## src/rtl/demux_1_4_buffered.sv

```systemverilog
// demux_1_4_buffered: steers one valid/ready input stream to one of four
// output channels. Each channel owns a one-entry registered slot, so a
// stalled consumer only blocks words addressed to its own channel.
module demux_1_4_buffered #(
  parameter int WIDTH = 4
) (
  input  logic             clk,
  input  logic             rst_n,
  input  logic             d_valid,
  output logic             d_ready,
  input  logic [WIDTH-1:0] d,
  input  logic [1:0]       sel,
  output logic [WIDTH-1:0] y0,
  output logic [WIDTH-1:0] y1,
  output logic [WIDTH-1:0] y2,
  output logic [WIDTH-1:0] y3,
  output logic [3:0]       y_valid,
  input  logic [3:0]       y_ready
);

  typedef enum logic {
    EMPTY = 1'b0,
    FULL  = 1'b1
  } slot_state_t;

  logic [3:0]       full_s;
  logic [WIDTH-1:0] slot_data_s [4];
  logic             fill_s;

  // The addressed slot can take a word if it is empty or is being drained now.
  // Only sel and y_ready feed this path; d_valid is deliberately left out.
  assign d_ready = !full_s[sel] || y_ready[sel];

  // A word is accepted only when the producer offers it and the slot can take it.
  assign fill_s = d_valid && d_ready;

  for (genvar i = 0; i < 4; i++) begin : g_slot
    slot_state_t      state_r;
    slot_state_t      state_nxt_s;
    logic [WIDTH-1:0] data_r;
    logic [WIDTH-1:0] data_nxt_s;
    logic             fill_ch_s;

    // Fill strobe for this channel; sel is only looked at when a word is accepted.
    assign fill_ch_s = fill_s && (sel == 2'(i));

    // Slot next-state: fill wins over drain, so drain plus fill keeps the slot full.
    always_comb begin
      state_nxt_s = state_r;
      data_nxt_s  = data_r;
      case (state_r)
        EMPTY: begin
          if (fill_ch_s) begin
            state_nxt_s = FULL;
            data_nxt_s  = d;
          end else begin
            state_nxt_s = EMPTY;
          end
        end
        FULL: begin
          if (fill_ch_s) begin
            state_nxt_s = FULL;
            data_nxt_s  = d;
          end else if (y_ready[i]) begin
            state_nxt_s = EMPTY;
          end else begin
            state_nxt_s = FULL;
          end
        end
        default: begin
          state_nxt_s = EMPTY;
        end
      endcase
    end

    // Slot state and data registers; reset discards any buffered word at once.
    always_ff @(posedge clk or negedge rst_n) begin
      if (!rst_n) begin
        state_r <= EMPTY;
        data_r  <= {WIDTH{1'b0}};
      end else begin
        state_r <= state_nxt_s;
        data_r  <= data_nxt_s;
      end
    end

    assign full_s[i]      = (state_r == FULL);
    assign slot_data_s[i] = data_r;
  end

  // Outputs come straight from the slot registers, never from d.
  assign y_valid = full_s;
  assign y0      = slot_data_s[0];
  assign y1      = slot_data_s[1];
  assign y2      = slot_data_s[2];
  assign y3      = slot_data_s[3];

endmodule
```

## config.mk

```make
export PLATFORM = sky130hd
export DESIGN_NAME = demux_1_4_buffered
export DESIGN_NICKNAME = d
export VERILOG_FILES = /design/src/rtl/demux_1_4_buffered.sv
export SDC_FILE = /design/constraint.sdc
export NUM_CORES = 1
export LEC_CHECK = 0
export BUFFER_PORTS_ARGS = -buffer_cell sky130_fd_sc_hd__buf_2
export CAP_MARGIN = 40
export CORE_MARGIN = 2
export CORE_UTILIZATION = 41
export DETAILED_ROUTE_END_ITERATION = 8
export PLACE_DENSITY = 0.72
export SLEW_MARGIN = 10
export SYNTH_ARGS = -nofsm -noshare
export SYNTH_HDL_FRONTEND = slang
export SYNTH_SLANG_ARGS = --single-unit
```

## constraint.sdc

```tcl
create_clock -name clk -period 1.3 [get_ports clk]
set_clock_uncertainty 0.1 [all_clocks]
set_input_delay 0.065 -clock clk [delete_from_list [all_inputs] [get_ports clk]]
set_output_delay 0.065 -clock clk [all_outputs]
set_load 0.05 [all_outputs]
```

==> run summary, run 1 <==
IO Count - 34
Die W - 49.08 um
R2R Setup Slk - -0.14 ns
CP Capture Type - output pin
final WL - 1.799 mm
Pre-antenna DRT Iters - 3
CTS tree - built
max_slew headroom - 0.7142
worst hold stages - 4
pwr dens - 1580 nW/um2
CP peak stage delay - 0.49 ns
CP Class - register to output pin
reg-to-reg startpoint - g_slot[1].state_r
Die ar. - 2409 um2
status - complete, but fails checks
Syn. warnings - 0
element type at the critical path start - register
cell area after layout - 1241 um2
Starting Density - 0.4291
failing checks - negative setup slack
final setup vio count - 17
crit path buf inv count - 1
core area - 1942 um2
top cell type's share of synthesized area - 0.6006
most frequent cell after synthesis - dfrtp_1
final-stage net count - 120
CP Cell Sequence - nand2b_1, mux4_2, buf_8
min-delay src - y_ready[2]
Commonest cells post-synth - dfrtp_1, mux2_2, nand2_1
Die H - 49.08 um
root buffer cell - clkbuf_4
number of synthesized flops with an enable pin - 0
Synth Area in XOR/XNOR - 0
f_max - 644.6 MHz
Seq cells post-synth - 20
share of layout cells above drive strength 1 - 0.6038
Synth Instances - 58
CTS max path bufs - 2
initial antenna violation count - 0
largest cells by area after synthesis - dfrtp_1, mux2_2, buf_4, nand2b_1, mux4_2
depth of the CTS H-tree - 1
FF-to-FF End - y1[3]
crit path time final - 1.551 ns
initial DRC count - 3
vias in the first global route - 645
post-DP HPWL - 1.214 mm
Synth area leader - dfrtp_1
n_diodes - 0
worst slew pin tran - 0.4287 ns
Worst Hold Class - primary input to register
syn avg cell area - 14.37 um2
critical path fanouts, max - 2
P_leak - 0.6279 nW
Hold Crit Endpoint - g_slot[2].state_r
RSZ-0062 raised after global routing - yes
period utilisation layout - 1.193
remaining antenna violation count - 0
adder-cell area share of the yosys netlist - 0
CTS clock-pin slew for the worst setup and hold paths - 0.11 ns
Crit path max-delay family - multiplexers
global-route usage over all layers - 0.1633
register area share after synthesis - 0.6006
# rows - 16
Syn Std Cell Area - 833.3 um2
DRC - 0
post-synthesis compound-gate area fraction - 0.006006
Netlist cell types - 14
synthesis-to-finish area growth - 48.95%
cell count of the worst reg-to-reg path - 5
GR Overflow Total - 0
Post-synth ARST share - 1.000
MaxCap Viol Count - 0
largest net degree at the start of global routing - 21
first-pass GRT wire length - 2.987 mm
Most used DFF post-synth - dfrtp_1
clk sink count - 20
Via Count - 631
IR drop worst, VDD - 0.001055 V
Synth Area in Simple Gates - 0.1081
Placement Cell Area - 1005 um2
WP data arrival - 1.39 ns
number of port buffers - 33
Tot Pwr - 0.001961 W
GPL Wtd Cong - 0.7397
Worst path slowest cell - mux4_2
Num CTS Buffers - 3
# fillers - 168
required time worst endpoint - 1.13 ns
Hold Vio Cnt, Final - 0
largest family of logic cells by synthesized area - multiplexers
clk_lat worst skew - 0.29 ns
final setup margin - -0.2514 ns
Max Slew Vio Count - 0
multiplexer share of the synthesized area - 0.2432
Vias/cell - 4.744
routed len/inst - 13.53 um
Mapped Nets - 71
## through the flow
| stage | cells | TNS (ns) | util | hold WS [ns] | setup slack (ns) |
|---|---|---|---|---|---|
| after floorplan | 58 | 0 | - | -0.3306 | 0.01539 |
| after global placement | 114 | -0.2137 | 0.5174 | -0.06721 | -0.04652 |
| after detailed placement | 114 | -0.5184 | 0.5174 | -0.06905 | -0.06500 |
| after CTS | 128 | -0.9478 | 0.5999 | -0.04216 | -0.2671 |
| after global routing | 133 | -2.595 | 0.6392 | 0.04916 | -0.3352 |
| final | 133 | -1.357 | 0.6392 | 0.03358 | -0.2514 |
## cells by family (layout without fill, tap and decap cells)
family / after synthesis / count (layout)
mux: 17 / 17
compound gates: 1 / 1
buf+inv: 5 / 53
flops: 20 / 20
simple gates: 15 / 15
## placed cells by master, fill, tap and decap left out, drive strengths merged
| cell type | synthesis | routed |
|---|---|---|
| and3 | 1 | 1 |
| buf | 5 | 40 |
| clkbuf | 0 | 4 |
| dfrtp | 20 | 20 |
| dlygate4sd3 | 0 | 9 |
| mux2 | 16 | 16 |
| mux4 | 1 | 1 |
| nand2 | 5 | 5 |
| nand2b | 4 | 4 |
| nand3 | 1 | 1 |
| nand3b | 1 | 1 |
| nor2b | 2 | 2 |
| nor3b | 1 | 1 |
| o21ai | 1 | 1 |
## routing by layer
layer  GRT usage  vias up  part of all wire
met2      0.2703       25              0.49
met4     0.07143        0            0.0056
li1            -      291                 -
met5           0        -                 0
met1      0.2077      313              0.45
met3     0.03067        2             0.058
## tightest hold or removal path, cell delays in order
cell	delay, ns
buf_2	0.07
nand2b_1	0.11
buf_4	0.12
nand2_1	0.04
## final cells by class
class | count | area (um2) | share of cell area
Clock buffer | 4 | 36.28 | 0.02923
Multi-Input combinational cell | 33 | 352.8 | 0.2843
Tap cell | 27 | 33.78 | 0.02722
Sequential cell | 20 | 500.5 | 0.4032
Timing Repair Buffer | 49 | 317.8 | 0.2560
## repair_timing
item,CTS,global route
setup buffers,1,5
endpoints found under the hold margin,39,0
resized for setup,8,10
hold buffers,9,0
setup endpoints to repair,17,17
## power by group
part	leakage [nW]	total, W	switching (W)	internal (W)
combinational	0.365	0.000822	0.000554	0.000268
clock	0.0210	0.000346	0.000175	0.000170
sequential	0.242	0.000793	0.0000574	0.000736
total	0.628	0.00196	0.000787	0.00117
## state kept, by name, indices dropped and copies added (netlist names)
register        flops
g_slot.state_r      4
y0                  4
y1                  4
y2                  4
y3                  4
## worst max path at each step
| stage | start | end | slack [ns] | cells past startpoint |
|---|---|---|---|---|
| floorplan | g_slot[1].state_r | y1[0] | 0.02 | 3 |
| finish | g_slot[1].state_r | d_ready | -0.25 | 3 |
| detailed placement | g_slot[2].state_r | y2[3] | -0.06 | 3 |
| global route | g_slot[1].state_r | d_ready | -0.34 | 3 |
| CTS | g_slot[3].state_r | d_ready | -0.27 | 3 |
| global placement | g_slot[2].state_r | y2[1] | -0.05 | 3 |
Power figures use the tool's default switching activity.
==> inputs of run 2 (changes only) <==
--- a/config.mk
+++ b/config.mk
@@ -5,12 +5,14 @@
 export SDC_FILE = /design/constraint.sdc
 export NUM_CORES = 1
 export LEC_CHECK = 0
+export ABC_AREA = 1
 export BUFFER_PORTS_ARGS = -buffer_cell sky130_fd_sc_hd__buf_2
 export CAP_MARGIN = 40
 export CORE_MARGIN = 2
-export CORE_UTILIZATION = 41
+export CORE_UTILIZATION = 43
 export DETAILED_ROUTE_END_ITERATION = 8
-export PLACE_DENSITY = 0.72
+export GPL_ROUTABILITY_DRIVEN = 0
+export PLACE_DENSITY = 0.73
 export SLEW_MARGIN = 10
 export SYNTH_ARGS = -nofsm -noshare
 export SYNTH_HDL_FRONTEND = slang
==> run 2 against run 1 <==
The run still ends with negative setup slack left; maximum frequency up 9.5%; register-to-register slack better by 0.04 ns; clock power down 18%; die area up 13%; global-route usage up 4.3 points; flip-flop and latch count unchanged; first-iteration DRC count rose to 3.0 times the previous value; synthesized cell count up 95%; largest cell class unchanged.
==> run summary, run 2 <==
# rows - 17
f_max - 705.8 MHz
Die ar. - 2711 um2
Die H - 52.07 um
adder-cell area share of the yosys netlist - 0
Pre-antenna DRT Iters - 4
n_diodes - 0
most frequent cells in the layout - nand2_1, buf_2, dfrtp_1, nand4_1
multiplexer share of the synthesized area - 0
Clk pwr share - 0.144
CTS max path bufs - 2
pwr dens - 1363 nW/um2
Tot Pwr - 0.001977 W
routed len/inst - 12.98 um
failing checks - negative setup slack
most frequent cell after synthesis - nand2_1
worst slew pin tran - 0.4363 ns
CP Capture Type - output pin
core area - 2191 um2
Worst path slowest cell - dfrtp_1
CTS clock-pin slew for the worst setup and hold paths - 0.10 ns
initial DRC count - 9
Synth Area in Simple Gates - 0.3804
Placement Cell Area - 1220 um2
crit path time final - 1.417 ns
Synth area leader - dfrtp_1
register area share after synthesis - 0.5038
Post-synth ARST share - 1.000
cell area after layout - 1450 um2
critical path fanouts, max - 2
internal power - 0.001096 W
Mapped Nets - 126
Max Slew Vio Count - 0
largest net degree at the start of global routing - 21
Num CTS Buffers - 3
syn avg cell area - 8.792 um2
Starting Density - 0.4535
Via Count - 961
IO Count - 34
Psw - 0.0008813 W
IR drop worst, VDD - 0.0009437 V
Synth Instances - 113
Seq cells post-synth - 20
final setup vio count - 19
required time worst endpoint - 1.13 ns
largest cells by area after synthesis - dfrtp_1, nand2_1, nand4_1, nand3_4, buf_4
Place WS - -0.005834 ns
Placed Cells - 176
Syn. warnings - 0
first-pass GRT wire length - 4.050 mm
Flop pwr share - 0.404
commonest non-fill, non-tap cell in the layout - nand2_1
number of port buffers - 33
# fillers - 195
element type at the critical path start - register
sw frac - 0.4457
depth of the CTS H-tree - 1
CP Cell Sequence - nand2_1, nand2_1, nand2_1, nand2_1, nand2_2, buf_6, buf_8
P_leak - 0.7826 nW
post-DP HPWL - 1.736 mm
Finished Layout Cells - 193
Combinational Power Share - 0.451
root buffer cell - clkbuf_4
GR Overflow Total - 0
final core utilization - 0.6619
CTS tree - built
RSZ-0062 raised after global routing - yes
WP data arrival - 1.25 ns
Die W - 52.07 um
register area - 500.5 um2
status - complete, but fails checks
Worst Hold Class - primary input to register
Netlist cell types - 17
synthesis-to-finish area growth - 45.97%
initial antenna violation count - 0
Synth Area in XOR/XNOR - 0
remaining antenna violation count - 0
multi-input logic area - 439.2 um2
final-stage net count - 180
largest family of logic cells by synthesized area - simple AND/OR/NAND/NOR gates
final WL - 2.506 mm
CP peak stage delay - 0.40 ns
share of layout cells above drive strength 1 - 0.4545
global-route usage over all layers - 0.2062
MaxCap Viol Count - 0
post-synthesis compound-gate area fraction - 0.02015
Crit path top cell by count - nand2_1
number of synthesized flops with an enable pin - 0
DRC - 0
Commonest cells post-synth - nand2_1, dfrtp_1, nand4_1
top cell type's share of synthesized area - 0.5038
Vias/cell - 4.979
vias in the first global route - 914
Hold Vio Cnt, Final - 0
Syn Std Cell Area - 993.5 um2
clk_lat worst skew - 0.30 ns
clk sink count - 20
final setup margin - -0.1168 ns
period utilisation layout - 1.090
CP Class - register to output pin
max_slew headroom - 0.7091
Most used DFF post-synth - dfrtp_1
[run 2: area by class of cell]
class | count | area share
inverter | 7 | 0.01812
sequential | 20 | 0.3451
multi-input combinational | 77 | 0.3028
tap | 28 | 0.02416
clock buffer | 3 | 0.01553
timing repair buffer | 58 | 0.2942
[run 2: what timing repair did]
action                                 CTS  global route
endpoints found under the hold margin   40             0
hold buffers                             9             0
buffers inserted                         3             1
gates resized for setup                  5            15
cloned                                   0             1
pin swaps                                3             2
setup endpoints to repair               15            21
[run 2: cell families after synthesis]
kind of cell           after synthesis
DFF                                 20
and+or+nand+nor                     73
buffers and inverters               16
AOI/OAI and AO/OA                    4
[run 2: worst max-delay path, delay by kind of cell (launching register included)]
family	cells	cell delay [ns]
buf+inv	2	0.24
simple gates	5	0.30
flops	1	0.40
[run 2: path summary, 6_finish.rpt]
kind / startpoint / end / slack (ns) / depth (start not counted)
worst min-delay path: d_valid / y0[3] / 0.08 / 3
min in group asynchronous: rst_n / y0[1] / 0.12 / 2
worst max-delay path: g_slot[1].state_r / d_ready / -0.12 / 7
worst min register to register: y0[0] / y0[0] / 0.38 / 2
worst max register to register: g_slot[1].state_r / y3[1] / -0.10 / 10
max in group asynchronous: rst_n / g_slot[3].state_r / 0.68 / 2
[run 2: power groups by stage]
| stage | registers [W] | logic (W) | clock network (W) |
|---|---|---|---|
| 6_report | 0.000800 | 0.000892 | 0.000285 |
| 5_1_grt | 0.000816 | 0.000946 | 0.000321 |
| 4_1_cts | 0.000790 | 0.000851 | 0.000291 |
| 3_5_place_dp | 0.000801 | 0.000809 | 0 |
| 3_3_place_gp | 0.000796 | 0.000798 | 0 |
| 2_1_floorplan | 0.00116 | 0.000237 | 0 |
[run 2: per-stage QoR]
step,hold slack (ns),TNS [ns]
6_report,0.07512,-1.379
5_1_grt,0.08957,-3.486
4_1_cts,0.08176,-0.9975
3_5_place_dp,-0.06788,-0.01057
3_3_place_gp,-0.07218,0
2_1_floorplan,-0.3306,0
[run 2: per-layer routing]
layer | global-route usage | vias up | wire, um
li1 | - | 476 | -
met1 | 0.2712 | 456 | 1141
met2 | 0.3354 | 24 | 1185
met3 | 0.03736 | 5 | 145
met4 | 0.07895 | 0 | 34
met5 | 0 | - | 0
